### config.mk
export PLATFORM = sky130hd
export DESIGN_NAME = thread_scheduler_flat
export DESIGN_NICKNAME = d
export VERILOG_FILES = /design/src/rtl/thread_scheduler_if.sv /design/src/rtl/thread_scheduler.sv /design/src/flat_wrapper.sv
export SDC_FILE = /design/constraint.sdc
export NUM_CORES = 1
export LEC_CHECK = 0
export ABC_AREA = 1
export CORE_ASPECT_RATIO = 0.9
export CORE_MARGIN = 2
export CORE_UTILIZATION = 32
export CTS_CLUSTER_SIZE = 30
export DETAILED_ROUTE_END_ITERATION = 10
export GPL_TIMING_DRIVEN = 0
export HOLD_SLACK_MARGIN = 0.03
export PLACE_DENSITY = 0.61
export SKIP_CTS_REPAIR_TIMING = 1
export SYNTH_ARGS = -nofsm -noshare
export SYNTH_HDL_FRONTEND = slang
export SYNTH_SLANG_ARGS = --single-unit
### constraint.sdc
create_clock -name clk -period 2.43 [get_ports clk]
set_input_delay 0.3645 -clock clk [delete_from_list [all_inputs] [get_ports clk]]
set_output_delay 0.3645 -clock clk [all_outputs]
set_load 0.05 [all_outputs]
### src/rtl/thread_scheduler_if.sv
// Bundles the back-end control and issue-slot signals of the two-thread scheduler.
// The master side is the pipeline/back end; the slave side is the scheduler.
interface thread_scheduler_if;
    logic        stall_t0;
    logic        stall_t1;
    logic        redirect_valid;
    logic        redirect_tid;
    logic [15:0] redirect_pc;
    logic        sp_wr;
    logic        sp_tid;
    logic [7:0]  sp_new;
    logic        halt_req;
    logic        halt_tid;
    logic        issue_valid;
    logic        issue_tid;
    logic [15:0] issue_pc;
    logic [7:0]  issue_sp;
    logic        halted_t0;
    logic        halted_t1;
    logic        halt;

    modport master (
        output stall_t0, stall_t1, redirect_valid, redirect_tid, redirect_pc,
               sp_wr, sp_tid, sp_new, halt_req, halt_tid,
        input  issue_valid, issue_tid, issue_pc, issue_sp,
               halted_t0, halted_t1, halt
    );

    modport slave (
        input  stall_t0, stall_t1, redirect_valid, redirect_tid, redirect_pc,
               sp_wr, sp_tid, sp_new, halt_req, halt_tid,
        output issue_valid, issue_tid, issue_pc, issue_sp,
               halted_t0, halted_t1, halt
    );
endinterface

### src/rtl/thread_scheduler.sv
// Round-robin issue scheduler for the two hardware threads of the SIK stack processor.
// Tracks per-thread PC, SP and halted flag; all outputs are registered.
module thread_scheduler #(
    parameter logic [15:0] PC0_INIT = 16'h0000,
    parameter logic [15:0] PC1_INIT = 16'h0001,
    parameter logic [15:0] PC_STEP  = 16'd2,
    parameter logic [7:0]  SP_INIT  = 8'hFF
) (
    input  logic                clk,
    input  logic                reset,
    thread_scheduler_if.slave   bus
);

    logic [1:0][15:0] pc_q, pc_d;
    logic [1:0][7:0]  sp_q, sp_d;
    logic [1:0]       halted_q, halted_d;
    logic             last_tid_q, last_tid_d;
    logic             issue_valid_q, issue_valid_d;
    logic             issue_tid_q, issue_tid_d;
    logic [15:0]      issue_pc_q, issue_pc_d;
    logic [7:0]       issue_sp_q, issue_sp_d;
    logic             halt_q, halt_d;

    logic [1:0] stall_vec;
    logic [1:0] eligible;
    logic       sel_tid;
    logic       redirect_blocked;

    assign stall_vec = {bus.stall_t1, bus.stall_t0};

    // A thread being redirected or halted this cycle sits out, so no wrong-path slot is issued.
    generate
        for (genvar gi = 0; gi < 2; gi++) begin : g_elig
            assign eligible[gi] = !halted_q[gi] && !stall_vec[gi]
                               && !(bus.halt_req && (bus.halt_tid == 1'(gi)))
                               && !(bus.redirect_valid && (bus.redirect_tid == 1'(gi)));
        end
    endgenerate

    always_comb begin
        pc_d          = pc_q;
        sp_d          = sp_q;
        halted_d      = halted_q;
        last_tid_d    = last_tid_q;
        issue_valid_d = 1'b0;
        issue_tid_d   = issue_tid_q;
        issue_pc_d    = issue_pc_q;
        issue_sp_d    = issue_sp_q;
        halt_d        = halted_q[0] && halted_q[1];

        sel_tid = (eligible[0] && eligible[1]) ? ~last_tid_q : eligible[1];

        if (eligible != 2'b00) begin
            issue_valid_d     = 1'b1;
            issue_tid_d       = sel_tid;
            issue_pc_d        = pc_q[sel_tid];
            issue_sp_d        = (bus.sp_wr && (bus.sp_tid == sel_tid)) ? bus.sp_new : sp_q[sel_tid];
            pc_d[sel_tid]     = pc_q[sel_tid] + PC_STEP;
            last_tid_d        = sel_tid;
        end

        // A redirected thread is never the issuing one, so the PC write cannot collide with the increment.
        redirect_blocked = halted_q[bus.redirect_tid]
                        || (bus.halt_req && (bus.halt_tid == bus.redirect_tid));
        if (bus.redirect_valid && !redirect_blocked) begin
            pc_d[bus.redirect_tid] = bus.redirect_pc;
        end

        if (bus.sp_wr && !halted_q[bus.sp_tid]) begin
            sp_d[bus.sp_tid] = bus.sp_new;
        end

        if (bus.halt_req) begin
            halted_d[bus.halt_tid] = 1'b1;
        end
    end

    always_ff @(posedge clk or posedge reset) begin
        if (reset) begin
            pc_q          <= {PC1_INIT, PC0_INIT};
            sp_q          <= {SP_INIT, SP_INIT};
            halted_q      <= 2'b00;
            last_tid_q    <= 1'b1;
            issue_valid_q <= 1'b0;
            issue_tid_q   <= 1'b0;
            issue_pc_q    <= 16'h0000;
            issue_sp_q    <= SP_INIT;
            halt_q        <= 1'b0;
        end else begin
            pc_q          <= pc_d;
            sp_q          <= sp_d;
            halted_q      <= halted_d;
            last_tid_q    <= last_tid_d;
            issue_valid_q <= issue_valid_d;
            issue_tid_q   <= issue_tid_d;
            issue_pc_q    <= issue_pc_d;
            issue_sp_q    <= issue_sp_d;
            halt_q        <= halt_d;
        end
    end

    assign bus.issue_valid = issue_valid_q;
    assign bus.issue_tid   = issue_tid_q;
    assign bus.issue_pc    = issue_pc_q;
    assign bus.issue_sp    = issue_sp_q;
    assign bus.halted_t0   = halted_q[0];
    assign bus.halted_t1   = halted_q[1];
    assign bus.halt        = halt_q;

endmodule

### src/flat_wrapper.sv
// flat-port wrapper written by rule: the top's interface ports become plain ports
module thread_scheduler_flat 
#(
    parameter logic [15:0] PC0_INIT = 16'h0000,
    parameter logic [15:0] PC1_INIT = 16'h0001,
    parameter logic [15:0] PC_STEP  = 16'd2,
    parameter logic [7:0]  SP_INIT  = 8'hFF
)
  (clk, reset, bus_stall_t0, bus_stall_t1, bus_redirect_valid, bus_redirect_tid, bus_redirect_pc, bus_sp_wr, bus_sp_tid, bus_sp_new, bus_halt_req, bus_halt_tid, bus_issue_valid, bus_issue_tid, bus_issue_pc, bus_issue_sp, bus_halted_t0, bus_halted_t1, bus_halt);
  thread_scheduler_if bus_i ();
  input  logic clk;
  input  logic reset;
  input wire logic [$bits(bus_i.stall_t0)-1:0] bus_stall_t0;
  input wire logic [$bits(bus_i.stall_t1)-1:0] bus_stall_t1;
  input wire logic [$bits(bus_i.redirect_valid)-1:0] bus_redirect_valid;
  input wire logic [$bits(bus_i.redirect_tid)-1:0] bus_redirect_tid;
  input wire logic [$bits(bus_i.redirect_pc)-1:0] bus_redirect_pc;
  input wire logic [$bits(bus_i.sp_wr)-1:0] bus_sp_wr;
  input wire logic [$bits(bus_i.sp_tid)-1:0] bus_sp_tid;
  input wire logic [$bits(bus_i.sp_new)-1:0] bus_sp_new;
  input wire logic [$bits(bus_i.halt_req)-1:0] bus_halt_req;
  input wire logic [$bits(bus_i.halt_tid)-1:0] bus_halt_tid;
  output wire logic [$bits(bus_i.issue_valid)-1:0] bus_issue_valid;
  output wire logic [$bits(bus_i.issue_tid)-1:0] bus_issue_tid;
  output wire logic [$bits(bus_i.issue_pc)-1:0] bus_issue_pc;
  output wire logic [$bits(bus_i.issue_sp)-1:0] bus_issue_sp;
  output wire logic [$bits(bus_i.halted_t0)-1:0] bus_halted_t0;
  output wire logic [$bits(bus_i.halted_t1)-1:0] bus_halted_t1;
  output wire logic [$bits(bus_i.halt)-1:0] bus_halt;
  assign bus_i.stall_t0 = bus_stall_t0;
  assign bus_i.stall_t1 = bus_stall_t1;
  assign bus_i.redirect_valid = bus_redirect_valid;
  assign bus_i.redirect_tid = bus_redirect_tid;
  assign bus_i.redirect_pc = bus_redirect_pc;
  assign bus_i.sp_wr = bus_sp_wr;
  assign bus_i.sp_tid = bus_sp_tid;
  assign bus_i.sp_new = bus_sp_new;
  assign bus_i.halt_req = bus_halt_req;
  assign bus_i.halt_tid = bus_halt_tid;
  assign bus_issue_valid = bus_i.issue_valid;
  assign bus_issue_tid = bus_i.issue_tid;
  assign bus_issue_pc = bus_i.issue_pc;
  assign bus_issue_sp = bus_i.issue_sp;
  assign bus_halted_t0 = bus_i.halted_t0;
  assign bus_halted_t1 = bus_i.halted_t1;
  assign bus_halt = bus_i.halt;
  thread_scheduler #(.PC0_INIT(PC0_INIT), .PC1_INIT(PC1_INIT), .PC_STEP(PC_STEP), .SP_INIT(SP_INIT)) u_core (.clk(clk), .reset(reset), .bus(bus_i));
endmodule
* Word-level counts from Yosys, hierarchy flattened
Index checks and enable logic that the tools add are counted.
** Operators by class
- $add $sub $neg :: 1
- Multipliers :: 0
- Divide/modulo/power cells :: 0
- Order comparisons :: 8
- Equal/unequal tests :: 2
- Shift operators :: 0
- Mux-type cells :: 24
- Bitwise operators :: 4
- Reduce and logical (&&, ||, !) cells :: 32
** Operators by type and width (number)
- 32-bit bitwise mux :: 2
- 16-bit 2-to-1 mux :: 4
- 32-bit 2-to-1 mux :: 2
- 16-bit demux with 1-bit select :: 2
- 8-bit 2-to-1 mux :: 4
- 1-bit logical AND :: 20
- 16-bit by 2-bit adder with 16-bit output (second input constant) :: 1
- 16-bit bitwise mux :: 1
- 1-bit logical NOT :: 10
- 8-bit demux with 1-bit select :: 1
- 1-bit by 2-bit < comparator with 1-bit output (second input constant) :: 4
- 1-bit 2-to-1 mux :: 7
- 1-bit greater-or-equal comparator (second input constant) :: 4
- 1-bit NOT :: 3
- 1-bit == test :: 2
- 2-bit OR :: 1
- 2-bit nonzero test :: 1
- 1-bit demux with 1-bit select :: 1
- 1-bit logical OR :: 1
** Word-level totals
- Register bits :: 78
- Latch bits :: 0
- Memory bits (writable) :: 0
- ROM bits :: 0
- Input port bits :: 34
- Memories kept :: 0

* Longest topological paths before layout
Gate-level depths: netlist (run 1).
- Depth after elaboration :: 15
- Mapped depth :: 16
- Depth with buffers taken out :: 15

* Worst setup path after synthesis (run 1)
OpenSTA, ideal clock, no wires.
- Path type :: flip-flop to flip-flop
- From :: register u_core.halted_q[0]
- To :: register u_core.pc_q[10] in the netlist's numbering
- Setup time :: 0.117 ns
- Data arrival time :: 1.973 ns
- Slack :: 0.341 ns
- Stages on the path, launching flop included :: 14
- Buffers on the path :: 1
- Path through :: dfrtp_1 -> nor2_2 -> nand4_4 -> nand2_4 -> buf_6 -> nand2_1 -> nand2_1 -> nand3_1 -> nor2_2 -> nand2_1 -> xor2_1 -> nand2_1 -> nand2_1 -> nand2_1
** RTL lines
- start, declared :: RTL line thread_scheduler.sv:16 : logic [1:0] halted_q, halted_d;
- start signal, assigned :: RTL line thread_scheduler.sv:92 : halted_q <= halted_d;
- end signal, assigned :: RTL line thread_scheduler.sv:80 : pc_q <= {PC1_INIT, PC0_INIT};
- end signal, assigned :: RTL line thread_scheduler.sv:90 : pc_q <= pc_d;
- end, declared :: RTL line thread_scheduler.sv:14 : logic [1:0][15:0] pc_q, pc_d;

==> results of run 1 <==
==> final cells by class <==
cell class | instances | area [µm²] | area share, %
clock buffer | 11 | 233 | 4.33
tap | 164 | 205 | 3.82
clock inverter | 5 | 83.8 | 1.56
timing repair buffer | 64 | 658 | 12.3
sequential | 78 | 1980 | 36.9
multi-input combinational | 393 | 1890 | 35.2
inverter | 55 | 210 | 3.91
buffer | 21 | 106 | 1.98
==> report_power, final <==
part,switching [µW],internal [µW],total (µW)
clock network,550,902,1450
logic,250,156,406
registers,35.1,1370,1400
==> synth_stat cells <==
cell type / number / area, µm²
nor2_4: 3 / 33.8
buf_4: 2 / 15.0
o22ai_1: 1 / 6.26
a21boi_1: 1 / 7.51
nor2_8: 1 / 20.0
nand2_4: 3 / 33.8
nand2_1: 148 / 556
inv_1: 49 / 184
nand3_2: 1 / 10.0
a21oi_2: 2 / 17.5
a31oi_1: 4 / 25.0
o221ai_1: 1 / 8.76
nand3b_1: 5 / 37.5
nand4_4: 1 / 21.3
buf_1: 1 / 3.75
inv_2: 4 / 15.0
o21ai_2: 1 / 8.76
o21ai_1: 3 / 15.0
a21oi_1: 30 / 150
nand4_1: 4 / 25.0
dfrtp_1: 52 / 1300
dfstp_2: 26 / 683
clkbuf_1: 12 / 45.0
buf_2: 5 / 25.0
o21ai_0: 63 / 315
nand2_2: 9 / 56.3
xor2_1: 6 / 52.6
nor2_1: 62 / 233
nor3_1: 1 / 5.00
or2_2: 1 / 6.26
nand3_1: 36 / 180
o31ai_1: 1 / 7.51
clkinv_1: 2 / 7.51
buf_6: 1 / 11.3
nor2_2: 5 / 31.3
==> path summary, 6_finish.rpt <==
kind                                                         start  depth (start not counted)  slack (ps)                                 end
worst max register to register      u_core.halted_q[0]$_DFFE_PP0P_                         13         250           u_core.pc_q[26]$_DFF_PP0_
min in group clk                u_core.bus.issue_sp[5]$_DFFE_PP1N_                          2         470  u_core.bus.issue_sp[5]$_DFFE_PP1N_
worst max-delay path                                  bus_halt_tid                         14         170           u_core.pc_q[26]$_DFF_PP0_
max in group asynchronous                                    reset                          3        1390          u_core.sp_q[5]$_DFFE_PP1P_
worst min-delay path                                         reset                          2         400      u_core.halted_q[0]$_DFFE_PP0P_
worst min register to register  u_core.bus.issue_sp[5]$_DFFE_PP1N_                          2         470  u_core.bus.issue_sp[5]$_DFFE_PP1N_
==> routing by layer <==
| layer | up-vias | global-route usage, % |
|---|---|---|
| met1 | 1882 | 26.3 |
| met4 | 0 | 6.29 |
| met5 | - | 0 |
| met3 | 23 | 3.86 |
| li1 | 1905 | - |
| met2 | 133 | 28.3 |
==> worst register-to-register path: stages (launching register included) <==
cell,delay (ps)
dfrtp_1,460
nor2_2,190
nand4_4,160
nand2_4,130
buf_6,170
nand2_1,120
nand2_4,120
nand2_1,80
nor2_2,150
nand2_1,80
xor2_1,190
nand2_1,110
nand2_1,80
nand2_1,50
==> stage by stage <==
| step | util [%] | TNS (ps) |
|---|---|---|
| after floorplan | - | 0 |
| after global placement | 39.3 | -90890 |
| after detailed placement | 39.5 | -16860 |
| after CTS | 42.0 | -4080 |
| final | 42.3 | 0 |
| after global routing | 42.3 | 0 |
==> registers in the layout (all words and copies together) (netlist names) <==
register,count
u_core.pc_q,32
u_core.bus.issue_valid,1
u_core.bus.issue_pc,16
u_core.last_tid_q,1
u_core.sp_q,16
u_core.bus.issue_sp,8
u_core.bus.halt,1
u_core.halted_q,2
u_core.bus.issue_tid,1
==> cell usage in the layout, fill, tap and decap left out, types with 2 or more instances in the layout <==
cell             netlist  routed
nor2_1                62      58
nand3_2                1       2
o21ai_1                3       3
nand3b_1               5       5
o21ai_0               63      63
nor2_2                 5       8
nand2_4                3       4
nand3_1               36      35
nor2_4                 3       4
clkbuf_16              0       9
clkbuf_1              12      12
a31oi_1                4       4
inv_2                  4       6
clkdlybuf4s50_1        0      61
xor2_1                 6       6
dfrtp_1               52      52
bufinv_16              0       2
buf_2                  5       4
nand4_1                4       4
a21oi_1               30      30
a21oi_2                2       2
dfstp_2               26      26
nand2_2                9       9
clkinvlp_4             0       2
nand2_1              148     147
inv_1                 49      47
buf_4                  2       3
clkbuf_2               0       3
==> cells by family after synthesis <==
logic type      Yosys count
compound gates          107
xor+xnor                  6
buf+inv                  76
flops                    78
simple gates            280
==> qor.yml, run 1 <==
status: "finished clean"
crit_slowest_cell: "clkdlybuf4s50_1"
antenna_found_initial: 0
clk_pin_slew_worst_paths_ps: 60
ys_ff_latch: 78
clk_path_buf_depth: 2
fin_ws_ps: 169
p_total_uw: 3260
fp.dieH_um: 112
dr_wl_met2_mm: 5.61
fillers: 1286
max_stage_delay_ps: 470
dp.cells: 774
num_vias: 3943
postRouteAntennaNets: 0
totalWireLength_mm: 12.2
hold_class: "in -> async"
synthSimpleGateAreaFrac_pct: 30.1
grt_pass1_vias: 3869
row_count: 39
die_x_um: 124
overflow: 0
diodes: 0
synth_top_family_by_area: "simple AND/OR/NAND/NOR gates"
synthCells: 547
worstMarginPinSlew_ps: 703
core_region_area_um2: 12700
cts_sinks: 78
final_area_um2: 5370
maxCapViolations: 0
synth_compound_area_share_pct: 13.5
cts_tree: "yes"
finalNonFillerCells: 791
crit_buf_inv: 3
path_delay_family: "simple AND/OR/NAND/NOR gates"
whs_ps: 405
period_share_pct: 93.0
yosysSeqAreaShare_pct: 47.8
crit_path_end_kind: "flop"
rsz0062_at_grt: "no"
path_class: "in -> reg"
dr.max_layer_used: "met4"
finalHoldViolCount: 0
syn_to_final_growth_pct: 29.3
relSlewSlack_pct: 53.1
met1_length_mm: 5.53
grt_max_degree: 46
synth_xor_area_share_pct: 1.27
ios: 63
critPathRequiredTime_ps: 2660
fmax_ghz: 0.442
syn_area_per_cell_um2: 7.59
syn_nets: 581
wl_met3_um: 815
io_buffers: 62
vias_per_cell: 4.98
crit_top_cell: "nand2_1"
drive_gt1_share_pct: 15.0
critPathLaunchType: "input port"
p_leak_uw: 0.00249
die-area_um2: 13900
final_max_slew_viol_count: 0
nets: 656
path_max_fanout: 10
setup_violations: 0
post-dp-hpwl_mm: 8.85
clk_latency_ps: 340
preCtsSetupSlack_ps: -619
synth_adder_area_share_pct: 0
drc_errors: 0
worstPathCellList: "clkdlybuf4s50_1, inv_1, nand2_2, nand4_4, buf_2, nand3_1, nand2_4, nand2_1, nor2_2, nand2_1, xor2_1, nand2_1, nand2_1, nand2_1"
period_minus_slack_ps: 2260
synth_cell_types: 35
grt_pass1_wl_mm: 19.9
grt_util_all_layers_pct: 18.6
post_drt_wl_per_cell_um: 15.4
crit_arrival_ps: 2490
netlist_area_um2: 4150
firstDrtPassIters: 5
place_area_um2: 5010
peakVddDrop_v: 0.000351
fin_skew_ps: 7.58
cts_made_buffers: 9
powerDensity_nw_per_um2: 607
gp_congestion: 0.931
muxShareOfSynthArea_pct: 0
drt-initial-drc-count: 307
start_util_pct: 32.7
htree_levels: 3
synth-warning-count: 0
cts_root_buffer: "clkbuf_16"
No activity file was read; power rests on OpenSTA's default activity.
==> run 2, diff against run 1 <==
--- a/config.mk
+++ b/config.mk
@@ -13,8 +13,9 @@
 export DETAILED_ROUTE_END_ITERATION = 10
 export GPL_TIMING_DRIVEN = 0
 export HOLD_SLACK_MARGIN = 0.03
-export PLACE_DENSITY = 0.61
+export PLACE_DENSITY = 0.59
 export SKIP_CTS_REPAIR_TIMING = 1
 export SYNTH_ARGS = -nofsm -noshare
 export SYNTH_HDL_FRONTEND = slang
 export SYNTH_SLANG_ARGS = --single-unit
+export TNS_END_PERCENT = 10
==> constraint.sdc (replaced) <==
create_clock -name clk -period 2.5 [get_ports clk]
set_input_delay 0.375 -clock clk [delete_from_list [all_inputs] [get_ports clk]]
set_output_delay 0.375 -clock clk [all_outputs]
set_load 0.05 [all_outputs]
==> qor.yml, run 2 (synthesized netlist as in run 1, its figures left out) <==
cts_tree: "yes"
diodes: 0  # unchanged
fin_ws_ps: 86.9  # -82.4 ps
rsz0062_at_grt: "yes"
final_max_slew_viol_count: 0  # unchanged
period_minus_slack_ps: 2410
crit_arrival_ps: 2680  # +190 ps
die-area_um2: 13900  # unchanged
clk_latency_ps: 340  # about the same
largest_reg_flops: 32  # unchanged
crit_path_end_kind: "flop"
die_x_um: 124  # unchanged
num_vias: 3973  # +0.76%
htree_levels: 3  # unchanged
io_buffers: 62  # unchanged
relSlewSlack_pct: 56.5  # +3.4 points
powerDensity_nw_per_um2: 573  # -5.6%
path_class: "in -> reg"
core_region_area_um2: 12700  # unchanged
totalWireLength_mm: 12.3  # +0.94%
grt_max_degree: 46  # unchanged
post-dp-hpwl_mm: 9.00  # +1.7%
status: "finished clean"
preCtsSetupSlack_ps: -462  # +156 ps
gp_congestion: 0.886  # -4.8%
grt_util_all_layers_pct: 18.8  # +0.15 points
row_count: 39  # unchanged
path_max_fanout: 10  # unchanged
post_drt_wl_per_cell_um: 15.6  # +0.82%
start_util_pct: 32.7  # unchanged
worstPathCellList: "clkdlybuf4s50_1, nand2_1, nand2_2, nor2_8, inv_2, nand2_2, inv_2, clkbuf_1, clkbuf_1, nand2_1, o21ai_1"
vias_per_cell: 5.02  # +0.63%
maxCapViolations: 0  # unchanged
crit_slowest_cell: "clkdlybuf4s50_1"
p_leak_uw: 0.00247  # -0.85%
cts_made_buffers: 9  # unchanged
fp.dieH_um: 112  # unchanged
clk_pin_slew_worst_paths_ps: 60  # about the same
drc_errors: 0  # unchanged
syn_to_final_growth_pct: 28.6
fin_skew_ps: 7.17  # -0.410 ps
hold_class: "in -> async"
critPathRequiredTime_ps: 2770  # +110 ps
final_common_cell: "nand2_1"
antenna_found_initial: 0  # unchanged
layout_common_cells: "nand2_1, o21ai_0, clkdlybuf4s50_1"
cts_sinks: 78  # unchanged
max_stage_delay_ps: 540  # +70 ps
grt_pass1_vias: 3926  # +1.5%
period_share_pct: 96.5
p_total_uw: 3060  # -6.2%
fmax_ghz: 0.414
overflow: 0  # unchanged
critPathLaunchType: "input port"
cts_root_buffer: "clkbuf_16"
utilization_pct: 42.1  # -0.25 points
regMostFlops: "u_core.pc_q"
postRouteAntennaNets: 0  # unchanged
reg2reg_slack_ps: 240  # about the same
final_area_um2: 5340  # -0.58%
peakVddDrop_v: 0.000286  # -19%
clk_path_buf_depth: 2  # unchanged
grt_pass1_wl_mm: 20.0  # +0.56%
ios: 63  # unchanged
drive_gt1_share_pct: 14.3  # -0.66 points
worstMarginPinSlew_ps: 652  # -51.2 ps
firstDrtPassIters: 7  # +2
finalHoldViolCount: 0  # unchanged
nets: 657  # +0.15%
drt-initial-drc-count: 325  # +5.9%
place_area_um2: 5010  # unchanged
setup_violations: 0  # unchanged
run 2: final timing paths:
path,startpoint,end,depth (start not counted)
worst max-delay path,bus_redirect_tid,u_core.bus.issue_sp[4]$_DFFE_PP1N_,11
worst min-delay path,reset,u_core.bus.halt$_DFF_PP0_,2
worst max register to register,u_core.halted_q[1]$_DFFE_PP0P_,u_core.bus.issue_sp[4]$_DFFE_PP1N_,10
worst min register to register,u_core.bus.issue_sp[5]$_DFFE_PP1N_,u_core.bus.issue_sp[5]$_DFFE_PP1N_,2
max in group asynchronous,reset,u_core.bus.issue_sp[0]$_DFFE_PP1N_,3
min in group clk,u_core.bus.issue_sp[5]$_DFFE_PP1N_,u_core.bus.issue_sp[5]$_DFFE_PP1N_,2
run 2: where the power goes:
part / internal, µW / switching (µW) / leakage (µW)
clock network: 770 / 534 / 0.000134
logic: 151 / 242 / 0.00146
registers: 1330 / 34.4 / 0.000879
total: 2250 / 810 / 0.00247
run 2: final cells by class:
type,instances,area [µm²]
Sequential cell,78,1980
Multi-Input combinational cell,393,1880
Inverter,55,214
Buffer,21,101
Fill cell,1309,7350
Clock buffer,10,229
Tap cell,164,205
Timing Repair Buffer,65,663
Clock inverter,6,62.6
run 2: layer usage:
metal,GRT usage [%],routed length [µm]
met1,26.8,5700
met3,1.98,596
met4,7.42,284
met5,0,0
met2,29.1,5740
run 2: through the flow:
stage               setup TNS, ps  hold WS, ps  instances
floorplan                       0          470        547
global placement           -81740          464        773
detailed placement         -10490          464        774
CTS                          -687          427        790
global route                -1290          469        792
finish                          0          408        792
run 2: worst max-delay path: cells and delay by family:
family                 cells  cell delay [ps]
buffers and inverters      5             1650
and+or+nand+nor            5              540
AOI/OAI and AO/OA          1              100
==> run 3, diff against run 2 <==
--- a/config.mk
+++ b/config.mk
@@ -6,6 +6,7 @@
 export NUM_CORES = 1
 export LEC_CHECK = 0
 export ABC_AREA = 1
+export ABC_CLOCK_PERIOD_IN_PS = 2500
 export CORE_ASPECT_RATIO = 0.9
 export CORE_MARGIN = 2
 export CORE_UTILIZATION = 32
==> results of run 3 <==
No change in the layout: final DEF, timing and power equal those of run 2.
